File: src/rtl/uart_rx.sv
// UART receiver: 8N1 frames from an asynchronous serial line into a one-entry valid/ready holding register.
// Define UART_RX_PARITY_EN to receive 8E1 frames and report parity mismatches on parity_err_o.
module uart_rx #(
  parameter int CLK_HZ   = 100_000_000,
  parameter int BIT_RATE = 9600
) (
  input  logic       clk_i,
  input  logic       nreset_i,
  input  logic       rx_i,
  output logic [7:0] rx_data_o,
  output logic       valid_o,
  input  logic       ready_i,
  output logic       frame_err_o,
  output logic       overrun_o
`ifdef UART_RX_PARITY_EN
  ,
  output logic       parity_err_o
`endif
);

  localparam int CLKS_PER_BIT = CLK_HZ / BIT_RATE;
  localparam int HALF_BIT     = CLKS_PER_BIT / 2;
  localparam int CNT_W        = $clog2(CLKS_PER_BIT) + 1;

  typedef enum logic [2:0] {
    IDLE,
    START,
    DATA,
    PARITY,
    STOP
  } state_t;

  state_t           state;
  state_t           state_d;
  logic [1:0]       sync;
  logic             rx_s;
  logic [CNT_W-1:0] cnt;
  logic [CNT_W-1:0] limit;
  logic             tic;
  logic [2:0]       bit_idx;
  logic [7:0]       shift;
  logic             stop_tic;
  logic             frame_ok;

  // The line is asynchronous to clk_i; only the second flop's output is ever used.
  always_ff @(posedge clk_i or negedge nreset_i) begin
    if (!nreset_i) begin
      sync <= 2'b11;
    end else begin
      // NOTE: every sequential block uses non-blocking assignments so all flops update together on the edge.
      sync <= {sync[0], rx_i};
    end
  end

  assign rx_s = sync[1];

  // START waits half a bit so every later sample lands mid-bit.
  always_comb begin
    limit = CNT_W'(CLKS_PER_BIT);
    if (state == START) limit = CNT_W'(HALF_BIT);
  end

  assign tic      = (cnt == limit - 1'b1);
  assign stop_tic = (state == STOP) && tic;

  always_ff @(posedge clk_i or negedge nreset_i) begin
    if (!nreset_i) begin
      state <= IDLE;
    end else begin
      state <= state_d;
    end
  end

  always_comb begin
    // NOTE: the default is assigned first so no path through the case leaves state_d unassigned (no latch).
    state_d = state;
    case (state)
      IDLE:   if (!rx_s) state_d = START;
      START:  if (tic) state_d = rx_s ? IDLE : DATA;
      DATA: begin
        if (tic && bit_idx == 3'd7) begin
`ifdef UART_RX_PARITY_EN
          state_d = PARITY;
`else
          state_d = STOP;
`endif
        end
      end
      PARITY: if (tic) state_d = STOP;
      STOP:   if (tic) state_d = IDLE;
      default: state_d = IDLE;
    endcase
  end

  always_ff @(posedge clk_i or negedge nreset_i) begin
    if (!nreset_i) begin
      cnt <= '0;
    end else if (state == IDLE || state_d != state || tic) begin
      cnt <= '0;
    end else begin
      cnt <= cnt + 1'b1;
    end
  end

`ifdef UART_RX_PARITY_EN
  logic par_bit;

  always_ff @(posedge clk_i or negedge nreset_i) begin
    if (!nreset_i) begin
      par_bit      <= 1'b0;
      parity_err_o <= 1'b0;
    end else begin
      parity_err_o <= 1'b0;
      if (state == PARITY && tic) par_bit <= rx_s;
      if (stop_tic && (par_bit != ^shift)) parity_err_o <= 1'b1;
    end
  end

  assign frame_ok = rx_s && (par_bit == ^shift);
`else
  assign frame_ok = rx_s;
`endif

  always_ff @(posedge clk_i or negedge nreset_i) begin
    if (!nreset_i) begin
      // NOTE: the shift register and holding register are reset too, so rx_data_o reads 8'h00 out of reset.
      bit_idx     <= 3'd0;
      shift       <= 8'h00;
      rx_data_o   <= 8'h00;
      valid_o     <= 1'b0;
      frame_err_o <= 1'b0;
      overrun_o   <= 1'b0;
    end else begin
      frame_err_o <= 1'b0;
      overrun_o   <= 1'b0;
      if (state == START && tic) bit_idx <= 3'd0;
      if (state == DATA && tic) begin
        shift[bit_idx] <= rx_s;
        bit_idx        <= bit_idx + 3'd1;
      end
      if (valid_o && ready_i) valid_o <= 1'b0;
      // A completion in the same cycle as a drain refills the register; the later assignment wins.
      if (stop_tic) begin
        if (!rx_s) frame_err_o <= 1'b1;
        if (frame_ok) begin
          if (!valid_o || ready_i) begin
            rx_data_o <= shift;
            valid_o   <= 1'b1;
          end else begin
            overrun_o <= 1'b1;
          end
        end
      end
    end
  end

endmodule

File: config.mk
export PLATFORM = sky130hd
export DESIGN_NAME = uart_rx
export DESIGN_NICKNAME = d
export VERILOG_FILES = /design/src/rtl/uart_rx.sv
export SDC_FILE = /design/constraint.sdc
export NUM_CORES = 1
export LEC_CHECK = 0
export ABC_CLOCK_PERIOD_IN_PS = 2400
export CORE_MARGIN = 1.5
export CORE_UTILIZATION = 45
export CTS_BUF_LIST = sky130_fd_sc_hd__clkbuf_8
export DETAILED_ROUTE_END_ITERATION = 10
export GPL_ROUTABILITY_DRIVEN = 0
export HOLD_SLACK_MARGIN = 0.1
export MAX_ROUTING_LAYER = met4
export PLACE_DENSITY = 0.75
export SLEW_MARGIN = 10
export SYNTH_ARGS = -nofsm -noshare
export SYNTH_HDL_FRONTEND = slang
export SYNTH_SLANG_ARGS = --single-unit
export TNS_END_PERCENT = 30
File: constraint.sdc
create_clock -name clk_i -period 2.4 [get_ports clk_i]
set_clock_uncertainty 0.2 [all_clocks]
set_input_delay 0.6 -clock clk_i [delete_from_list [all_inputs] [get_ports clk_i]]
set_output_delay 0.6 -clock clk_i [all_outputs]
set_load 0.01 [all_outputs]
Word level (Yosys, flattened, before mapping)

Cells that the tools add are included.

Add/subtract/negate cells: 3
Muxes and demuxes: 23
Reductions and logical operators: 13
Magnitude comparators: 2
Equal/unequal tests: 7

Operators by type and width:

| cell                  | number |
|---|---|
| $mux 3                | 7 |
| $add 15x1->15 const B | 1 |
| $eq 15x15->1          | 1 |
| $mux 15               | 1 |
| $pmux 3 s5            | 1 |
| $sub 15x1->15 const B | 1 |
| $mux 14               | 1 |
| $mux 1                | 10 |
| $bwmux 8              | 1 |
| $eq 3x2->1 const B    | 2 |
| $eq 3x3->1 const B    | 2 |
| $logic_and 1x1->1     | 6 |
| $lt 3x4->1 const B    | 1 |
| $add 3x1->3 const B   | 1 |
| $demux 1 s3           | 1 |
| $eq 3x1->1 const B    | 1 |
| $ge 3x1->1 const B    | 1 |
| $logic_not 3->1       | 1 |
| $logic_or 1x1->1      | 3 |
| $ne 3x3->1            | 1 |
| $reduce_and 3->1      | 1 |
| $mux 2                | 1 |
| $reduce_bool 2->1     | 1 |
| $logic_not 1->1       | 1 |

Input port bits: 4
Flip-flop bits (word level): 42
Output and inout bits: 11

Depth between registers and ports, before layout

Depth in word-level cells: 11
Gate-level depth with buffers: 8
Depth with buffers taken out: 5

Least setup slack after synthesis

OpenSTA, ideal clock, no wires.

Kind: reg2reg
From: register cnt[0]
To: register bit_idx[0]
Library setup time: 0.125 ns
Slack: 0.194 ns
Stages on the path, launching flop included: 9
Arrival time: 1.881 ns
Required time: 2.075 ns
Cells stage by stage: dfrtp_1 ha_1 clkbuf_1 nor2b_1 and4_1 clkbuf_1 buf_2 o221ai_1 mux2_2

Cells in the longest elaborated chain, start to end: 3
Elaborated cells between the ends (all ways): 5
Those cells by class: eq/ne: 1; mux: 1; reduce/logical: 3

RTL lines:

| element                                     | RTL line | text |
|---|---|---|
| start: declaration                          | 37       | `logic [CNT_W-1:0] cnt;` |
| start signal: assignment                    | 101      | `cnt <= cnt + 1'b1;` |
| $eq 15x15->1 *                              | 63       | `assign tic = (cnt == limit - 1'b1);` |
| $logic_and 1x1->1 (on tied branches)        | 137, 136 |  |
| $mux 3 or $reduce_bool 2->1 (tied branches) | -        |  |
| end signal: assignment                      | 139      | `bit_idx <= bit_idx + 3'd1;` |
| end: declaration                            | 40       | `logic [2:0] bit_idx;` |

Every way passes the cells marked *; elsewhere a longest branch is shown, timed or not.
A chain may end at the register's enable or synchronous reset.

Worst setup path in the final report

From: register cnt[2]
To: register rx_data_o[6]

Cells in the longest elaborated chain, start to end: 3

RTL lines:

| element                    | RTL line | text |
|---|---|---|
| $eq 15x15->1               | 63       |  |
| $logic_and 1x1->1          | 64       | `assign stop_tic = (state == STOP) && tic;` |
| $reduce_and 3->1 (no line) | -        |  |
| end signal: assignment     | 147      | `rx_data_o <= shift;` |
| end: declaration           | 10       | `output logic [7:0] rx_data_o,` |

No other way between the ends.

==> flow_summary.toml <==
[run_status]
status = "completed"

[clock_network]
cts_resized = 0
cts_buffer_depth = 2
clk_latency_ns = 0.29
numCtsBuffers = 5
clk_pin_slew_worst_paths_ns = 0.08
ctsHoldBuffers = 0
cts-root-buf = "clkbuf_8"
h-tree-depth = 2
cts_tree = "built"
numClockSinks = 42
cts_setup_buffers = 0

[pwr]
pwr-share-comb_pct = 1.7
p_sw_share_pct = 21.1
irDropWorstVdd_uv = 277
fin_total_pwr_uw = 1150
p_leak_uw = 0.00110
p_int_uw = 910
p_switching_uw = 243
clkPwrFrac_pct = 36.4
seqPwrFrac_pct = 61.9
power_density_nw_per_um2 = 480

[worst_setup_path]
crit_type = "flip-flop to flip-flop"
critical_path_required_ns = 2.37
arrival_ns = 2.21
ff2ff_path_depth = 4
crit_fanout = 9
worstReg2RegStart = "cnt[2]"
reg2reg_slack_ns = 0.16
reg2reg_to = "rx_data_o[6]"
cp-end-kind = "flip-flop"
start_kind = "flip-flop"

[sta]
hold_viol = 0
worst_slew_pin_slew_ns = 0.605
min_period_over_period_pct = 93.3
drv_slew = 0
fin_crit_ns = 2.24
fin_ws_ns = 0.161
fmax_mhz = 447
finalSetupViolations = 0
fin_tns_setup_ns = 0
slew_headroom_pct = 59.7
rsz0062_at_grt = "no"

[yosys]
synth_top_area_cell = "dfrtp_1"
synth-async-reset-ratio_pct = 100
yosysSeqAreaShare_pct = 49.7
netlist-cell-type-count = 43
dominantRegCellSynth = "dfrtp_1"
synth_top_area_share_pct = 47.2
synthCells = 185
syn_avg_cell_area_sq_um = 11.5
synth_edf_count = 0
synth_fp_nets = 192
yosysWarnings = 0
yosys-top-cells-area = "dfrtp_1 (47%), mux2_2 (8.0%), xor2_1 (3.7%)"
syn-cell-area_sq_um = 2120
ys_ff_latch = 42

[grt]
grt_pass1_wl_um = 6270
grt_pass1_vias = 1360
grt_max_degree = 29
antenna_found_initial = 0
grtUsageTotal_pct = 16.2
grt_overflow = 0

[finish]
final_nets = 209
layout-drive-gt1-share_pct = 18.7
final_area_sq_um = 2400
area_growth_pct = 13.4
insertedDiodeCount = 0

[drt]
first_pass_iters = 4
routed_wl_um = 3720
drtIter0Drc = 85
drc_errors = 0
avgViaCountPerCell = 5.84
num_vias = 1489
wl_per_cell_um = 14.6
antenna_left = 0

[die]
dieArea_sq_um = 5130
rows = 24
dieWidth_um = 71.6
ioPinCount = 15
coreArea_sq_um = 4440
start_util_pct = 47.7
die_h_um = 71.6

[placed_design]
place_hpwl_um = 2530
dpl-instance-area_sq_um = 2320
portBuffers = 14
pre_cts_ws_ns = 0.186

[run]
drv_cap = 0

[worst_hold_path]
hp-class = "input pin to async pin"
worst max-delay path: stages (launching register included):
cell	delay [ns]
dfrtp_1	0.44
nor3b_1	0.34
and4_1	0.49
o2111ai_4	0.28
mux2_1	0.38
area by class of cell:
class                      instances  area (sq um)
tap                               52          65.1
clock buffer                       5          68.8
inverter                           2          7.51
fill                             390          2040
timing repair buffer              26           225
clock inverter                     3          11.3
sequential                        42          1050
multi-input combinational        125           972
kinds of logic after synthesis:
kind of cell	synth area share (%)
buffers and inverters	4.43
multiplexers	9.03
XOR/XNOR	4.96
flip-flops	49.7
AND/OR/NAND/NOR	19.6
AO/OA/AOI/OAI	10.5
adder cells (fa/ha/maj)	1.77
cells in the mapped netlist (3+ instances only):
cell       number
nand2_1         7
xnor2_1         3
dfrtp_1        40
o2111ai_1       7
clkbuf_1        9
and3_1          3
and4b_1         3
nand3_1         9
buf_6           3
nor2_1          4
xor2_1          9
buf_2           3
nor3_1         15
mux2_2         15
o21ai_0         4
and4_1          4
ha_1            3
nand4_1         5
nor3b_1         7
power groups by stage:
stage	Combinational [uW]	Clock [uW]	Sequential [uW]
floorplan	2.45	0	725
global placement	21.0	0	727
detailed placement	21.3	0	727
CTS	21.3	435	713
global route	23.7	468	714
finish	20.0	420	714
placed cells by master (no fill, tap or decap), drive strengths merged, types with 3 or more instances in the layout:
cell type,count
nand2,7
buf,13
nor3b,7
and3,3
nor2,4
clkbuf,5
xor2,9
nor3,15
o21ai,4
inv,5
ha,3
nand4,5
nand3,9
o2111ai,8
dfrtp,40
and4,4
and4b,3
mux2,17
clkdlybuf4s50,13
xnor2,3
per-layer routing:
layer	track usage (%)	vias up	routed length, um
met5	-	-	0
met4	7.55	0	91
met3	3.38	7	102
met2	22.8	21	1630
met1	22.3	736	1900
li1	-	725	-
metrics by stage:
step | hold WS [ns] | utilization, % | std cells
floorplan | 0.104 | - | 185
global route | 0.153 | 54.1 | 255
finish | 0.107 | 54.1 | 255
CTS | 0.125 | 54.1 | 255
detailed placement | 0.153 | 52.3 | 247
global placement | 0.147 | 52.3 | 247
registers in the layout (all words and copies together) (netlist names):
name,cells
cnt,15
bit_idx,3
overrun_o,1
sync,2
rx_data_o,8
valid_o,1
shift,8
frame_err_o,1
state,3
worst max-delay path by stage:
stage	depth (start not counted)	endpoint	start	slack [ns]
floorplan	8	bit_idx[0]	cnt[0]	0.19
global placement	4	rx_data_o[0]	ready_i	0.18
detailed placement	4	rx_data_o[0]	ready_i	0.19
CTS	4	rx_data_o[0]	cnt[2]	0.17
global route	4	rx_data_o[6]	cnt[2]	0.03
finish	4	rx_data_o[6]	cnt[2]	0.16
(Power assumes the default switching activity.)
